==> config.mk <==
export PLATFORM = sky130hd
export DESIGN_NAME = regfile_wb_sched
export DESIGN_NICKNAME = d
export VERILOG_FILES = /design/src/rtl/regfile_wb_sched.sv
export SDC_FILE = /design/constraint.sdc
export NUM_CORES = 1
export LEC_CHECK = 0
export CAP_MARGIN = 20
export CORE_MARGIN = 4
export CORE_UTILIZATION = 62
export CTS_CLUSTER_DIAMETER = 40
export DETAILED_ROUTE_END_ITERATION = 10
export DONT_BUFFER_PORTS = 1
export PLACE_DENSITY = 0.82
export SETUP_SLACK_MARGIN = 0.4
export SLEW_MARGIN = 5
export SYNTH_ARGS = -nofsm -noshare
export SYNTH_HDL_FRONTEND = slang
export SYNTH_SLANG_ARGS = --single-unit
==> constraint.sdc <==
create_clock -name clk -period 3.85 [get_ports clk]
set_input_delay 0.385 -clock clk [delete_from_list [all_inputs] [get_ports clk]]
set_output_delay 0.385 -clock clk [all_outputs]
set_load 0.05 [all_outputs]
==> src/rtl/regfile_wb_sched.sv <==
`timescale 1ns/1ps
`default_nettype none
// ============================================================================
//  Module   : regfile_wb_sched
//  Purpose  : Arbitrates the integer register-file write port between the
//             in-order pipeline writeback and an out-of-order long-latency
//             unit. Keeps a per-register busy scoreboard, an outstanding-op
//             counter, a one-entry result buffer and a starvation timer that
//             forces issue bubbles so a buffered result eventually drains.
//  Revision : 1.0 - initial release
// ============================================================================
module regfile_wb_sched #(
  parameter int XLEN        = 64,
  parameter int E_SUPPORTED = 0,
  parameter int MAXPEND     = 4,
  parameter int STARVE      = 4
) (
  input  logic            clk,
  input  logic            reset,
  // issue stage
  input  logic            IssueValid,
  input  logic [4:0]      IssueRs1,
  input  logic [4:0]      IssueRs2,
  input  logic [4:0]      IssueRd,
  input  logic            IssueLong,
  output logic            IssueStall,
  // pipeline writeback (never stalls)
  input  logic            PipeWe,
  input  logic [4:0]      PipeRd,
  input  logic [XLEN-1:0] PipeWd,
  // long-latency result offer
  input  logic            LongValid,
  input  logic [4:0]      LongRd,
  input  logic [XLEN-1:0] LongWd,
  output logic            LongReady,
  // register-file write port
  output logic            RfWe,
  output logic [4:0]      RfA3,
  output logic [XLEN-1:0] RfWd
);

  // Register count covered by the scoreboard (RV32E uses only x0..x15).
  localparam int c_NUMREGS = (E_SUPPORTED != 0) ? 16 : 32;
  localparam int c_PW      = $clog2(MAXPEND + 1);
  localparam int c_WW      = $clog2(STARVE + 1);

  localparam logic [c_PW-1:0] c_MAXPEND = c_PW'(MAXPEND);
  localparam logic [c_PW-1:0] c_PONE    = c_PW'(1);
  localparam logic [c_WW-1:0] c_STARVE  = c_WW'(STARVE);
  localparam logic [c_WW-1:0] c_WONE    = c_WW'(1);

  // A register is tracked when it is not x0 and exists in this configuration.
  function automatic logic f_tracked(input logic [4:0] r);
    return (r != 5'd0) && (int'(r) < c_NUMREGS);
  endfunction

  // --------------------------------------------------------------------------
  // State
  // --------------------------------------------------------------------------
  logic [31:0]     r_busy;
  logic [c_PW-1:0] r_pend;
  logic            r_buf_full;
  logic [4:0]      r_buf_rd;
  logic [XLEN-1:0] r_buf_wd;
  logic [c_WW-1:0] r_wait;

  // --------------------------------------------------------------------------
  // Combinational control
  // --------------------------------------------------------------------------
  logic       w_pipe_wr;
  logic       w_long_ready;
  logic       w_long_acc;
  logic       w_capture;
  logic       w_drain;
  logic       w_direct;
  logic       w_acc_x0;
  logic       w_complete;
  logic [4:0] w_complete_rd;
  logic       w_hazard;
  logic       w_pend_full;
  logic       w_starve;
  logic       w_stall;
  logic       w_fire_long;

  // Port ownership, acceptance and completion events for this cycle.
  always_comb begin
    w_pipe_wr     = PipeWe & (PipeRd != 5'd0);
    w_long_ready  = ~reset & ~r_buf_full;
    w_long_acc    = LongValid & w_long_ready;
    // x0 results never need the port, so they are never buffered.
    w_capture     = w_long_acc & w_pipe_wr & (LongRd != 5'd0);
    w_drain       = ~reset & r_buf_full & ~w_pipe_wr;
    w_direct      = w_long_acc & ~w_pipe_wr;
    w_acc_x0      = w_long_acc & (LongRd == 5'd0);
    // Drain requires a full buffer, which blocks acceptance, so at most one
    // long op can complete per cycle.
    w_complete    = w_drain | w_direct | w_acc_x0;
    w_complete_rd = w_drain ? r_buf_rd : LongRd;
  end

  // Issue hazard detection and stall generation from registered state only.
  always_comb begin
    w_hazard    = IssueValid & (r_busy[IssueRs1] | r_busy[IssueRs2] | r_busy[IssueRd]);
    w_pend_full = (r_pend == c_MAXPEND);
    w_starve    = (r_wait >= c_STARVE);
    w_stall     = reset | w_hazard | (IssueValid & IssueLong & w_pend_full) | w_starve;
    w_fire_long = IssueValid & ~w_stall & IssueLong;
  end

  // Write-port mux: pipeline first, then buffered result, then direct result.
  always_comb begin
    RfWe = 1'b0;
    RfA3 = 5'd0;
    RfWd = '0;
    if (!reset) begin
      if (w_pipe_wr) begin
        RfWe = 1'b1;
        RfA3 = PipeRd;
        RfWd = PipeWd;
      end else if (r_buf_full) begin
        RfWe = 1'b1;
        RfA3 = r_buf_rd;
        RfWd = r_buf_wd;
      end else if (LongValid && (LongRd != 5'd0)) begin
        RfWe = 1'b1;
        RfA3 = LongRd;
        RfWd = LongWd;
      end
    end
  end

  assign IssueStall = w_stall;
  assign LongReady  = w_long_ready;

  // --------------------------------------------------------------------------
  // Sequential state
  // --------------------------------------------------------------------------

  // Busy scoreboard: set on long issue, cleared on completion (never the same reg).
  always_ff @(posedge clk) begin
    if (reset) begin
      r_busy <= '0;
    end else begin
      if (w_complete && f_tracked(w_complete_rd))
        r_busy[w_complete_rd] <= 1'b0;
      if (w_fire_long && f_tracked(IssueRd))
        r_busy[IssueRd] <= 1'b1;
    end
  end

  // Outstanding long-op count; untracked destinations are counted too.
  always_ff @(posedge clk) begin
    if (reset) begin
      r_pend <= '0;
    end else begin
      case ({w_fire_long, w_complete})
        2'b10:   r_pend <= r_pend + c_PONE;
        2'b01:   r_pend <= r_pend - c_PONE;
        default: r_pend <= r_pend;
      endcase
    end
  end

  // One-entry result buffer: filled when the pipe owns the port, emptied on drain.
  always_ff @(posedge clk) begin
    if (reset) begin
      r_buf_full <= 1'b0;
      r_buf_rd   <= 5'd0;
      r_buf_wd   <= '0;
    end else if (w_capture) begin
      r_buf_full <= 1'b1;
      r_buf_rd   <= LongRd;
      r_buf_wd   <= LongWd;
    end else if (w_drain) begin
      r_buf_full <= 1'b0;
    end
  end

  // Starvation timer: counts cycles a buffered result is held off, saturating.
  always_ff @(posedge clk) begin
    if (reset || !r_buf_full || w_drain) begin
      r_wait <= '0;
    end else if (!w_starve) begin
      r_wait <= r_wait + c_WONE;
    end
  end

endmodule
`default_nettype wire

Word-level counts from Yosys, hierarchy flattened:

Index checks and enable logic that the tools add are counted.

* flip-flop bits (word level): 108
* bits in latches: 0
* memory bits (writable): 0
* memory bits (read-only): 0
* input bits: 159
* output and inout port bits: 72
* word-level logic and storage cells: 91
* memories kept: 0

* add/subtract/negate cells: 3
* multipliers: 0
* divide/modulo/power cells: 0
* $lt $le $gt $ge: 7
* equality and inequality tests: 3
* shift operators: 0
* multiplexer cells: 29
* bitwise logic cells: 28
* reductions and logical operators: 15

Operators by type and width (count)
* $mux W64: 4
* $mux W32: 3
* $and A32 B32 Y32: 1
* $not A32 Y32: 1
* $or A32 B32 Y32: 1
* $mux W5: 5
* $lt A5 B6 Y1 const B: 4
* $reduce_bool A5 Y1: 4
* $bmux W1 S5: 3
* $and A1 B1 Y1: 14
* $mux W1: 11
* $demux W1 S5: 2
* $ge A5 B1 Y1 const B: 2
* $or A1 B1 Y1: 7
* $add A3 B1 Y3 const B: 2
* $pmux W3 S2: 1
* $logic_and A1 B1 Y1: 5
* $logic_not A5 Y1: 1
* $not A1 Y1: 4
* $reduce_bool A2 Y1: 2
* $eq A3 B3 Y1 const B: 1
* $ge A3 B3 Y1 const B: 1
* $sub A3 B1 Y3 const B: 1
* $eq A2 B1 Y1 const B: 1
* other kinds (3): 4

Longest topological paths before layout:

Gate-level depths: netlist of run 1.

* depth after elaboration: 15
* depth in mapped cells: 14
* depth with buffers taken out: 12

Least setup slack after synthesis of run 1:

OpenSTA, ideal clock, no wires.

* path type: input to output
* start: input port PipeRd[3]
* end: output port RfA3[0]
* data arrival time: 2813 ps
* data required time: 3465 ps
* setup slack: 652 ps
* stages on the path: 8
* buffers on the path: 4
* cell sequence: or4_4 o21ai_1 buf_2 buf_6 buf_6 buf_2 nor2_1 nor3_1

* longest elaborated chain between the ends: 4

Ends and longest elaborated chain
* start: declaration: line 29 `input logic [4:0] PipeRd,`
* $reduce_bool A5 Y1: line 87 `w_pipe_wr = PipeWe & (PipeRd != 5'd0);`
* $and A1 B1 Y1: line 87
* $mux W5: line 116 `if (w_pipe_wr) begin`
* $mux W5: line 115 `if (!reset) begin`
* end: declaration: line 38 `output logic [4:0] RfA3,`

No other way between the ends.

Worst setup path in the final report of run 1:

* start: register r_busy[19]
* end: register r_pend[2]

* longest elaborated chain between the ends: 13
* elaborated cells between the ends (all ways): 19
* those cells by class: eq/ne: 2; mux: 7; bitwise: 9; reduce/logical: 1

Ends and longest elaborated chain
* start: declaration: line 60 `logic [31:0] r_busy;`
* start signal: assignment: line 142 `r_busy <= '0;`
* start signal: indexed assignment: line 145 `r_busy[w_complete_rd] <= 1'b0;`
* start signal: indexed assignment: line 147 `r_busy[IssueRd] <= 1'b1;`
* $bmux W1 S5: line 103 `w_hazard = IssueValid & (r_busy[IssueRs1] | r_busy[IssueRs2] | r_busy[IssueRd]);`
* $mux W1 (not written as such): line 103
* $or A1 B1 Y1: line 103
* $or A1 B1 Y1 *: line 103
* $and A1 B1 Y1 *: line 103
* $or A1 B1 Y1 * (3 in a row): line 106 `w_stall = reset | w_hazard | (IssueValid & IssueLong & w_pend_full) | w_starve;`
* $not A1 Y1 *: line 107 `w_fire_long = IssueValid & ~w_stall & IssueLong;`
* $and A1 B1 Y1 * (2 in a row): line 107
* $eq A2 B1 Y1 or $eq A2 B2 Y1 (tied branches): line 156 `case ({w_fire_long, w_complete})`
* $pmux W3 S2 or $reduce_bool A2 Y1 (tied branches)
* end signal: assignment: line 157 `2'b10: r_pend <= r_pend + c_PONE;`
* end signal: assignment: line 158 `2'b01: r_pend <= r_pend - c_PONE;`
* end signal: assignment: line 159 `default: r_pend <= r_pend;`
* end: declaration: line 61 `logic [c_PW-1:0] r_pend;`

Mark *: on every way between the ends. The rest lies on a longest branch, timed or not. The select of a mux whose other input is x is not followed.
A chain may end at the register's enable or synchronous reset.

==> flow_metrics.env, run 1 <==
export IMPL_status="completed"
export IMPL_finalWorstSetupSlack_ps=714.7
export IMPL_final_util=0.6908
export IMPL_layout_drive_gt1_share=0.1387
export IMPL_max_slew_margin_rel=0.4569
export IMPL_p_sw_mw=0.7911
export IMPL_cp_data_arrival_time_ps=3450
export IMPL_die_h_um=113.4
export IMPL_cp_max_fo=9
export IMPL_worstSetupPathType="reg2reg"
export IMPL_grt_pass1_vias=6577
export IMPL_finalMaxSlewViolations=0
export IMPL_clk_root_buffer_cell="clkbuf_8"
export IMPL_path_cells="mux4_2, nor2_1, nor4b_1, nor4_2, nand3_2, or3b_1, ha_1, inv_1, fa_1, xor2_1, or3_1, a21oi_1"
export IMPL_globalRouteOverflowTotal=0
export IMPL_ant_nets=0
export IMPL_dr_pass1_iters=8
export IMPL_dp_hpwl_um=14480
export IMPL_num_rows=38
export IMPL_setup_viol=0
export IMPL_antennaDiodeCount=0
export IMPL_drc=0
export IMPL_cts_resized=0
export IMPL_hold_start="reset"
export IMPL_rsz0062_at_grt="no"
export IMPL_ios=231
export IMPL_setup_tns_ps=0
export IMPL_internal_power_mw=1.563
export IMPL_yosysWarnings=0
export IMPL_synth_edf_count=0
export IMPL_power_share_combinational=0.221
export IMPL_rr_startpoint="r_busy[19]$_SDFF_PP0_"
export IMPL_crit_slowest_cell="nor4b_1"
export IMPL_required_ps=4160
export IMPL_synth_area_leaders="dfxtp_1 31%, nand2_1 15%, a31oi_1 5.9%, a21oi_1 5.8%, nand3_1 5.1%"
export IMPL_fp_dieArea_um2=12860
export IMPL_numClockSinks=108
export IMPL_holdPathStages=1
export IMPL_area_growth_pct=8.700
export IMPL_synthArstFlopShare=0
export IMPL_fmax_ghz=0.3190
export IMPL_numCtsBuffers=9
export IMPL_cts_hold_buffers=0
export IMPL_synthesis_instances=957
export IMPL_critPathCaptureType="flip-flop"
export IMPL_startpoint_type="flip-flop"
export IMPL_antenna_found_initial=0
export IMPL_num_vias=7208
export IMPL_cts_max_level=3
export IMPL_vias_per_cell=6.476
export IMPL_drt_total_wl_um=20520
export IMPL_synthesis_area_um2=6889
export IMPL_clock_path_buffers=2
export IMPL_synth_avg_cell_area_um2=7.199
export IMPL_power_leakage_nw=2.559
export IMPL_finalClockSkew_ps=11.04
export IMPL_min_to="r_buf_wd[41]$_SDFFE_PP0P_"
export IMPL_drtIter0Drc=698
export IMPL_synth_top_area_share=0.3138
export IMPL_reg2reg_slack_ps=710
export IMPL_grt_use_total=0.3059
export IMPL_clkPwrFrac=0.285
export IMPL_post_cts_setup_buffers=0
export IMPL_rr_worst_depth=12
export IMPL_nFillCells=940
export IMPL_swShare=0.3361
export IMPL_gp_congestion=0.9864
export IMPL_layout_min_cycle_time_ps=3135
export IMPL_wl_per_cell_um=18.44
export IMPL_start_util=0.6355
export IMPL_grt_pass1_wl_um=32540
export IMPL_yosysTopAreaCell="dfxtp_1"
export IMPL_timing_rr_end="r_pend[2]$_SDFFE_PP0P_"
export IMPL_die_w_um=113.4
export IMPL_port_buffers=0
export IMPL_startpoint="r_busy[19]$_SDFF_PP0_"
export IMPL_finalHoldViolCount=0
export IMPL_place_ws_ps=694.0
export IMPL_cp_slowest_stage_delay_ps=690
export IMPL_netlist_cell_type_count=61
export IMPL_synth_nets=1120
export IMPL_grt_max_degree=152
export IMPL_core_area_um2=10840
export IMPL_worst_ir_drop_vdd_v=0.0002669
export IMPL_power_density_nw_per_um2=314.3
export IMPL_max_cap_viol_count=0
export IMPL_finalCritPeriodShare=0.8144
export IMPL_seq_area_frac_synth=0.3138
export IMPL_ys_seq_elements=108
export IMPL_hold_path_class="in2reg"
export IMPL_worst_slew_pin_slew_ps=809.3
export IMPL_power_frac_seq=0.494
export IMPL_clk_latency_ps=390
export IMPL_timing_hold_ws_ps=62.98
export IMPL_cts_clk_slew_worst_paths_ps=110
export IMPL_yosys_most_used_dff="dfxtp_1"
export IMPL_cts_tree="yes"
export IMPL_final_nets=1131
[power groups by stage]
stage | Clock [mW] | Combinational, mW | Sequential [mW]
after floorplan | 0 | 0.446 | 1.18
after global placement | 0 | 0.514 | 1.19
after detailed placement | 0 | 0.519 | 1.19
after CTS | 0.682 | 0.520 | 1.16
after global routing | 0.718 | 0.557 | 1.17
final | 0.671 | 0.521 | 1.16
[cells in the final DEF, fill, tap and decap left out, drive strengths merged, types with 6 or more instances in the layout]
master,instances
mux4,6
o22ai,11
clkbuf,11
o211ai,33
dfxtp,108
a211oi,8
a31oi,65
nand2b,7
nor4b,6
inv,12
nor2,21
o31ai,9
o21ai,38
buf,79
a21oi,81
nor3,11
nand3b,9
and3,9
nand2,283
nor4,8
mux2i,34
nand3,71
[final cells by class]
type | instances | area, µm² | share of cell area
clock buffers | 11 | 141.4 | 0.01888
clock inverters | 5 | 45.04 | 0.006015
inverters | 10 | 37.54 | 0.005013
multi-input cells | 760 | 4333 | 0.5786
flip-flops and latches | 108 | 2163 | 0.2889
well taps | 140 | 175.2 | 0.02339
repair buffers | 79 | 593.1 | 0.07920
[flip-flops by register name (all words and copies together), names as in the netlist]
name,cells
r_buf_full,1
r_buf_rd,5
r_buf_wd,64
r_busy,32
r_pend,3
r_wait,3
[through the flow]
stage	total power, mW	std cells	instance area [µm²]
final	2.354	1113	7488
after global routing	2.442	1113	7488
after CTS	2.364	1113	7488
after detailed placement	1.706	1097	7302
after global placement	1.700	1097	7302
after floorplan	1.626	957	6889
[worst max path at each step]
stage / slack (ps) / depth (start not counted) / to
global placement: 820 / 12 / r_pend[2]$_SDFFE_PP0P_
global route: 480 / 12 / r_pend[2]$_SDFFE_PP0P_
finish: 710 / 12 / r_pend[2]$_SDFFE_PP0P_
floorplan: 650 / 8 / RfA3[0]
detailed placement: 690 / 12 / r_pend[2]$_SDFFE_PP0P_
CTS: 760 / 12 / r_pend[2]$_SDFFE_PP0P_
[logic make-up after synthesis]
group | count (synthesis) | synth area share
flops | 108 | 0.3138
buf+inv | 89 | 0.06066
mux | 43 | 0.07392
compound gates | 263 | 0.2361
fa+ha+maj | 4 | 0.008355
xor+xnor | 3 | 0.003815
simple gates | 447 | 0.3033
[cells in the mapped netlist, types with 7 or more instances]
| cell type | number |
|---|---|
| a211oi_1 | 8 |
| a21oi_1 | 80 |
| a31oi_1 | 65 |
| and3_1 | 9 |
| buf_2 | 19 |
| clkbuf_1 | 50 |
| dfxtp_1 | 108 |
| inv_1 | 10 |
| mux2i_1 | 34 |
| nand2_1 | 282 |
| nand2b_1 | 7 |
| nand3_1 | 70 |
| nand3b_1 | 9 |
| nor2_1 | 21 |
| nor3_1 | 9 |
| o211ai_1 | 32 |
| o21ai_1 | 28 |
| o22ai_1 | 11 |
| o31ai_1 | 8 |
[layer usage]
metal  routed length [µm]  track usage  vias to the layer above
li1                     -            -                     3452
met1                 7791       0.3832                     3337
met2                10010       0.5091                      351
met3                 2078      0.08594                       68
met4                  640       0.1034                        0
met5                    0            0                        -
[critical path, delay by kind of cell, from the launching register on]
family / cells / cell delay (ps)
flops: 1 / 400
simple gates: 6 / 1500
fa+ha+maj: 2 / 550
xor+xnor: 1 / 150
mux: 1 / 250
compound gates: 1 / 150
buf+inv: 1 / 60
(Power assumes the default switching activity.)
==> inputs of run 2 (changes only) <==
--- a/config.mk
+++ b/config.mk
@@ -5,6 +5,7 @@
 export SDC_FILE = /design/constraint.sdc
 export NUM_CORES = 1
 export LEC_CHECK = 0
+export ABC_AREA = 1
 export CAP_MARGIN = 20
 export CORE_MARGIN = 4
 export CORE_UTILIZATION = 62
==> constraint.sdc (replaced) <==
create_clock -name clk -period 2.9 [get_ports clk]
set_input_delay 0.29 -clock clk [delete_from_list [all_inputs] [get_ports clk]]
set_output_delay 0.29 -clock clk [all_outputs]
set_load 0.05 [all_outputs]
==> run 2 against run 1 <==
Effect of this change: design area up 2.0%; flip-flop and latch count unchanged; combinational power up 77%; clock skew up 2.6 ps; worst setup slack worse by 170 ps; critical path depth down 8; area after synthesis up 0.54%; worst hold slack better by 8.7 ps; routed wire length up 7.1%; largest power group unchanged; highest routed layer unchanged.
==> flow_metrics.env, run 2 <==
export IMPL_drc=0
export IMPL_antennaDiodeCount=0
export IMPL_cts_clk_slew_worst_paths_ps=110
export IMPL_clock_path_buffers=2
export IMPL_ios=231
export IMPL_dp_hpwl_um=15160
export IMPL_rr_startpoint="r_busy[1]$_SDFF_PP0_"
export IMPL_synth_most_common_cell="a21oi_1"
export IMPL_yosys_most_used_dff="dfxtp_1"
export IMPL_rr_worst_depth=18
export IMPL_timing_rr_end="r_pend[1]$_SDFFE_PP0P_"
export IMPL_place_ws_ps=351.6
export IMPL_ant_nets=0
export IMPL_setup_tns_ps=0
export IMPL_synthesis_area_um2=6927
export IMPL_synthesis_instances=1152
export IMPL_synth_avg_cell_area_um2=6.013
export IMPL_drtIter0Drc=715
export IMPL_min_to="r_buf_wd[18]$_SDFFE_PP0P_"
export IMPL_finalCritPeriodShare=0.8112
export IMPL_finalHoldViolCount=0
export IMPL_vias_per_cell=6.080
export IMPL_timing_hold_ws_ps=71.67
export IMPL_swShare=0.3613
export IMPL_p_sw_mw=1.231
export IMPL_clk_latency_ps=380
export IMPL_synth_nets=1315
export IMPL_finalWorstSetupSlack_ps=547.5
export IMPL_hold_path_class="in2reg"
export IMPL_power_share_combinational=0.270
export IMPL_final_cell_mix="186 x a21oi_1, 182 x nor2_1, 170 x o21ai_0"
export IMPL_reg2reg_slack_ps=570
export IMPL_startpoint_type="flip-flop"
export IMPL_finalMaxSlewViolations=0
export IMPL_gp_congestion=0.9693
export IMPL_stdcell_count=1305
export IMPL_wl_per_cell_um=16.85
export IMPL_num_vias=7934
export IMPL_ys_seq_elements=108
export IMPL_num_rows=38
export IMPL_area_growth_pct=10.26
export IMPL_dp_cells=1285
export IMPL_final_nets=1323
export IMPL_fmax_ghz=0.4251
export IMPL_drt_total_wl_um=21990
export IMPL_status="completed"
export IMPL_grt_max_degree=141
export IMPL_post_dp_cell_area_um2=7350
export IMPL_setup_viol=0
export IMPL_internal_power_mw=2.176
export IMPL_max_slew_margin_rel=0.2773
export IMPL_grt_pass1_wl_um=35120
export IMPL_layout_min_cycle_time_ps=2352
export IMPL_largest_reg_flops=64
export IMPL_worstSetupPathType="reg2out"
export IMPL_required_ps=2610
export IMPL_port_buffers=0
export IMPL_fp_dieArea_um2=12930
export IMPL_power_leakage_nw=3.080
export IMPL_critPathCaptureType="output port"
export IMPL_finalClockSkew_ps=13.59
export IMPL_seq_area_frac_synth=0.3121
export IMPL_yosysWarnings=0
export IMPL_die_w_um=113.7
export IMPL_synth_area_leaders="dfxtp_1 31%, a21oi_1 14%, o21ai_0 12%, nand3_1 11%, nor2_1 10%"
export IMPL_grt_pass1_vias=7232
export IMPL_final_common_cell="a21oi_1"
export IMPL_antenna_found_initial=0
export IMPL_route_met2_wl_um=11000
export IMPL_wl_met3_um=1835
export IMPL_cp_max_fo=57
export IMPL_holdPathStages=2
export IMPL_netlist_cell_type_count=31
export IMPL_synth_edf_count=0
export IMPL_globalRouteOverflowTotal=0
export IMPL_die_h_um=113.7
export IMPL_rsz0062_at_grt="yes"
export IMPL_wl_met1_um=8320
export IMPL_core_area_um2=10890
export IMPL_power_frac_seq=0.460
export IMPL_synthArstFlopShare=0
export IMPL_cp_data_arrival_time_ps=2060
export IMPL_dr_pass1_iters=5
export IMPL_yosysTopAreaCell="dfxtp_1"
export IMPL_hold_start="LongWd[18]"
export IMPL_grt_use_total=0.3277
export IMPL_numClockSinks=108
export IMPL_max_cap_viol_count=0
export IMPL_cts_max_level=3
export IMPL_worst_slew_pin_slew_ps=1084
export IMPL_top_layer_used="met4"
export IMPL_layout_drive_gt1_share=0.1253
export IMPL_reg_top3="r_buf_wd x64, r_busy x32, r_buf_rd x5"
export IMPL_regMostFlops="r_buf_wd"
export IMPL_cts_tree="yes"
export IMPL_numCtsBuffers=9
export IMPL_worst_ir_drop_vdd_v=0.0004392
export IMPL_total_power_mw=3.407
export IMPL_clkPwrFrac=0.269
export IMPL_final_area_um2=7637
export IMPL_synth_top_area_share=0.3121
export IMPL_power_density_nw_per_um2=446.1
export IMPL_start_util=0.6362
export IMPL_clk_root_buffer_cell="clkbuf_8"
export IMPL_synth_top_cells_by_count="187 x a21oi_1, 185 x nor2_1, 172 x o21ai_0"
export IMPL_final_util=0.7014
[run 2: repair_timing]
action | 4_1_cts | 5_1_grt
pin swaps | 0 | 4
gates cloned | 0 | 0
resized for setup | 1 | 27
buffers inserted | 0 | 3
setup endpoints to repair | 1 | 8
endpoints found under the hold margin | 33 | 0
hold buffers | 1 | 0
[run 2: cell type report]
cell class | instances | area (µm²)
multi-input cells | 867 | 4084
repair buffers | 85 | 666.9
fillers | 1022 | 3251
clock inverters | 4 | 40.04
well taps | 140 | 175.2
inverters | 89 | 339.1
flip-flops and latches | 108 | 2177
clock buffers | 12 | 155.1
[run 2: routing by layer]
layer | global-route usage | vias up
li1 | - | 3870
met1 | 0.3915 | 3609
met2 | 0.5622 | 389
met3 | 0.07692 | 66
met4 | 0.1410 | 0
met5 | 0 | -
[run 2: logic make-up after synthesis]
family / share of synthesized area
compound gates: 0.2778
fa+ha+maj: 0.008310
buf+inv: 0.1044
flops: 0.3121
simple gates: 0.2973
[run 2: worst max path at each step]
stage / from / end / cells past startpoint
after floorplan: IssueRs2[0] / r_pend[2]$_SDFFE_PP0P_ / 22
after global placement: PipeRd[3] / r_pend[2]$_SDFFE_PP0P_ / 12
after detailed placement: PipeRd[3] / r_pend[2]$_SDFFE_PP0P_ / 12
after CTS: r_busy[13]$_SDFF_PP0_ / r_pend[2]$_SDFFE_PP0P_ / 19
after global routing: r_busy[23]$_SDFF_PP0_ / r_pend[2]$_SDFFE_PP0P_ / 19
final: r_buf_full$_SDFFE_PP0P_ / RfWd[60] / 4
[run 2: power groups by stage]
stage               combinational [mW]  clock [mW]  sequential (mW)
floorplan                        0.712           0             1.59
global route                     0.997       0.981             1.58
finish                           0.920       0.918             1.57
global placement                 0.882           0             1.60
detailed placement               0.890           0             1.60
CTS                              0.902       0.934             1.57
[run 2: critical path, cell delays in order, from the launching register on]
cell and delay [ps]:
dfxtp_4 470, buf_4 540, a21oi_1 140, a21oi_1 250, buf_4 240
==> inputs of run 3 (changes only) <==
==> constraint.sdc (replaced) <==
create_clock -name clk -period 2.4 [get_ports clk]
set_input_delay 0.24 -clock clk [delete_from_list [all_inputs] [get_ports clk]]
set_output_delay 0.24 -clock clk [all_outputs]
set_load 0.05 [all_outputs]
==> run 3 against run 2 <==
Effect of this change: the flow now finishes with violations (negative hold slack, negative setup slack); global-route usage is 6.2 points higher; non-clock buffer count is 24 higher; design area is 23% higher; largest power group unchanged; total power is 38% higher; critical path depth is 14 higher; clock-buffer cell count is 1 lower; sequential share of layout area is 5.2 points lower; combinational power is 74% higher; flip-flop and latch count stayed put; clock skew is 2.2 ps higher.
==> flow_metrics.env, run 3 (same netlist as run 2, synthesis figures left out) <==
export IMPL_ios=231
export IMPL_setup_viol=1
export IMPL_antenna_found_initial=1
export IMPL_fp_dieArea_um2=12930
export IMPL_clock_path_buffers=2
export IMPL_cts_tree="yes"
export IMPL_cp_data_arrival_time_ps=2750
export IMPL_timing_hold_ws_ps=-114.9
export IMPL_core_area_um2=10890
export IMPL_area_growth_pct=36.04
export IMPL_port_buffers=0
export IMPL_clk_root_buffer_cell="clkbuf_8"
export IMPL_final_nets=1347
export IMPL_cts_clk_slew_worst_paths_ps=120
export IMPL_nFillCells=604
export IMPL_layout_min_cycle_time_ps=2414
export IMPL_setup_tns_ps=-14.44
export IMPL_required_ps=2740
export IMPL_power_density_nw_per_um2=498.3
export IMPL_globalRouteOverflowTotal=0
export IMPL_largest_reg_flops=64
export IMPL_clk_latency_ps=400
export IMPL_drc=0
export IMPL_die_w_um=113.7
export IMPL_finalCritPeriodShare=1.006
export IMPL_finalMaxSlewViolations=0
export IMPL_num_vias=9022
export IMPL_finalWorstSetupSlack_ps=-14.44
export IMPL_ant_nets=0
export IMPL_max_slew_margin_rel=0.6121
export IMPL_numCtsBuffers=9
export IMPL_gp_congestion=0.9419
export IMPL_fmax_ghz=0.4142
export IMPL_worst_ir_drop_vdd_v=0.0004769
export IMPL_critPathCaptureType="flip-flop"
export IMPL_power_leakage_nw=3.547
export IMPL_regMostFlops="r_buf_wd"
export IMPL_wl_per_cell_um=21.89
export IMPL_layout_drive_gt1_share=0.2628
export IMPL_vias_per_cell=6.794
export IMPL_final_common_cell="nor2_1"
export IMPL_numClockSinks=108
export IMPL_status="finished, violations left"
export IMPL_grt_pass1_wl_um=41040
export IMPL_worstSetupPathType="reg2reg"
export IMPL_grt_max_degree=141
export IMPL_num_rows=38
export IMPL_max_cap_viol_count=0
export IMPL_violations="negative hold slack, negative setup slack"
export IMPL_cp_max_fo=3
export IMPL_startpoint_type="flip-flop"
export IMPL_hold_path_class="in2reg"
export IMPL_worst_slew_pin_slew_ps=575.8
export IMPL_grt_pass1_vias=8027
export IMPL_final_cell_mix="177 x nor2_1, 157 x o21ai_0, 141 x nand3_1"
export IMPL_reg_top3="r_buf_wd x64, r_busy x32, r_buf_rd x5"
export IMPL_dp_hpwl_um=17980
export IMPL_regArea_um2=2197
export IMPL_grt_use_total=0.3900
export IMPL_cts_max_level=3
export IMPL_drt_total_wl_um=29080
export IMPL_die_h_um=113.7
export IMPL_multi_input_comb_area_um2=4654
export IMPL_start_util=0.6362
export IMPL_cts_hold_buffers=1
export IMPL_rsz0062_at_grt="yes"
export IMPL_finalHoldViolCount=32
export IMPL_total_power_mw=4.696
export IMPL_drtIter0Drc=1442
export IMPL_dr_pass1_iters=6
export IMPL_finalClockSkew_ps=15.83
-- run 3: changes by cell type in the layout (fill, tap and decap cells not counted), sizes merged --
cell | previous run | this run
inv | 91 | 90
clkinv | 2 | 0
dlygate4sd3 | 0 | 1
clkinvlp | 0 | 1
buf | 85 | 105
bufinv | 0 | 1
diode | 0 | 1
clkbuf | 12 | 14
-- run 3: final timing paths --
kind	from	to	slack, ps	depth (start not counted)
worst min register to register	r_busy[10]$_SDFF_PP0_	r_busy[10]$_SDFF_PP0_	490	2
worst min-delay path	reset	r_busy[16]$_SDFF_PP0_	-110	1
worst max-delay path	r_busy[22]$_SDFF_PP0_	r_pend[1]$_SDFFE_PP0P_	-10	18
worst max register to register	r_busy[22]$_SDFF_PP0_	r_pend[1]$_SDFFE_PP0P_	-10	18
-- run 3: critical path: stages, from the launching register on --
cell and delay [ps]:
dfxtp_1 340, inv_2 100, nor2_1 60, a21oi_1 130
nand2_1 80, nand2_1 80, nand2_1 60, inv_1 60
nand2_2 60, nor2_4 180, nand4_4 120, nor2_4 130
inv_2 50, ha_4 150, inv_4 50, fa_1 450
nor2_2 120, a21oi_1 40, nor2_1 80
-- run 3: power by group --
group | switching [mW] | total, mW | leakage [nW] | internal, mW
Clock | 0.667 | 1.20 | 0.0979 | 0.533
Combinational | 0.991 | 1.60 | 2.56 | 0.605
Sequential | 0.0433 | 1.90 | 0.890 | 1.86
-- run 3: stage by stage --
stage            util  area (µm²)  setup WS [ps]  std cells
3_5_place_dp   0.7983        8692         -36.75       1300
3_3_place_gp   0.7983        8692          29.64       1300
4_1_cts        0.8311        9049          200.3       1320
5_1_grt        0.8654        9423         -99.71       1328
2_1_floorplan       -        7310         -32.47       1152
6_report       0.8654        9423         -14.44       1328
-- run 3: layer usage --
metal | vias to the layer above | wire, µm | track usage
met5 | - | 0 | 0
li1 | 3921 | - | -
met3 | 189 | 3396 | 0.1066
met1 | 4115 | 9727 | 0.4650
met2 | 797 | 14000 | 0.6525
met4 | 0 | 1953 | 0.1811
-- run 3: repair_timing --
action,4_1_cts,5_1_grt
endpoints found under the hold margin,33,32
gates cloned,0,3
pin swaps,11,27
resized for setup,53,88
setup endpoints to repair,104,103
buffers inserted,5,4
-- run 3: final cells by class --
type	count	area share
clock buffers	11	0.01607
flip-flops and latches	108	0.2332
multi-input cells	867	0.4940
repair buffers	109	0.1960
inverters	89	0.03705
clock inverters	3	0.004913
diodes	1	0.0002656
well taps	140	0.01859
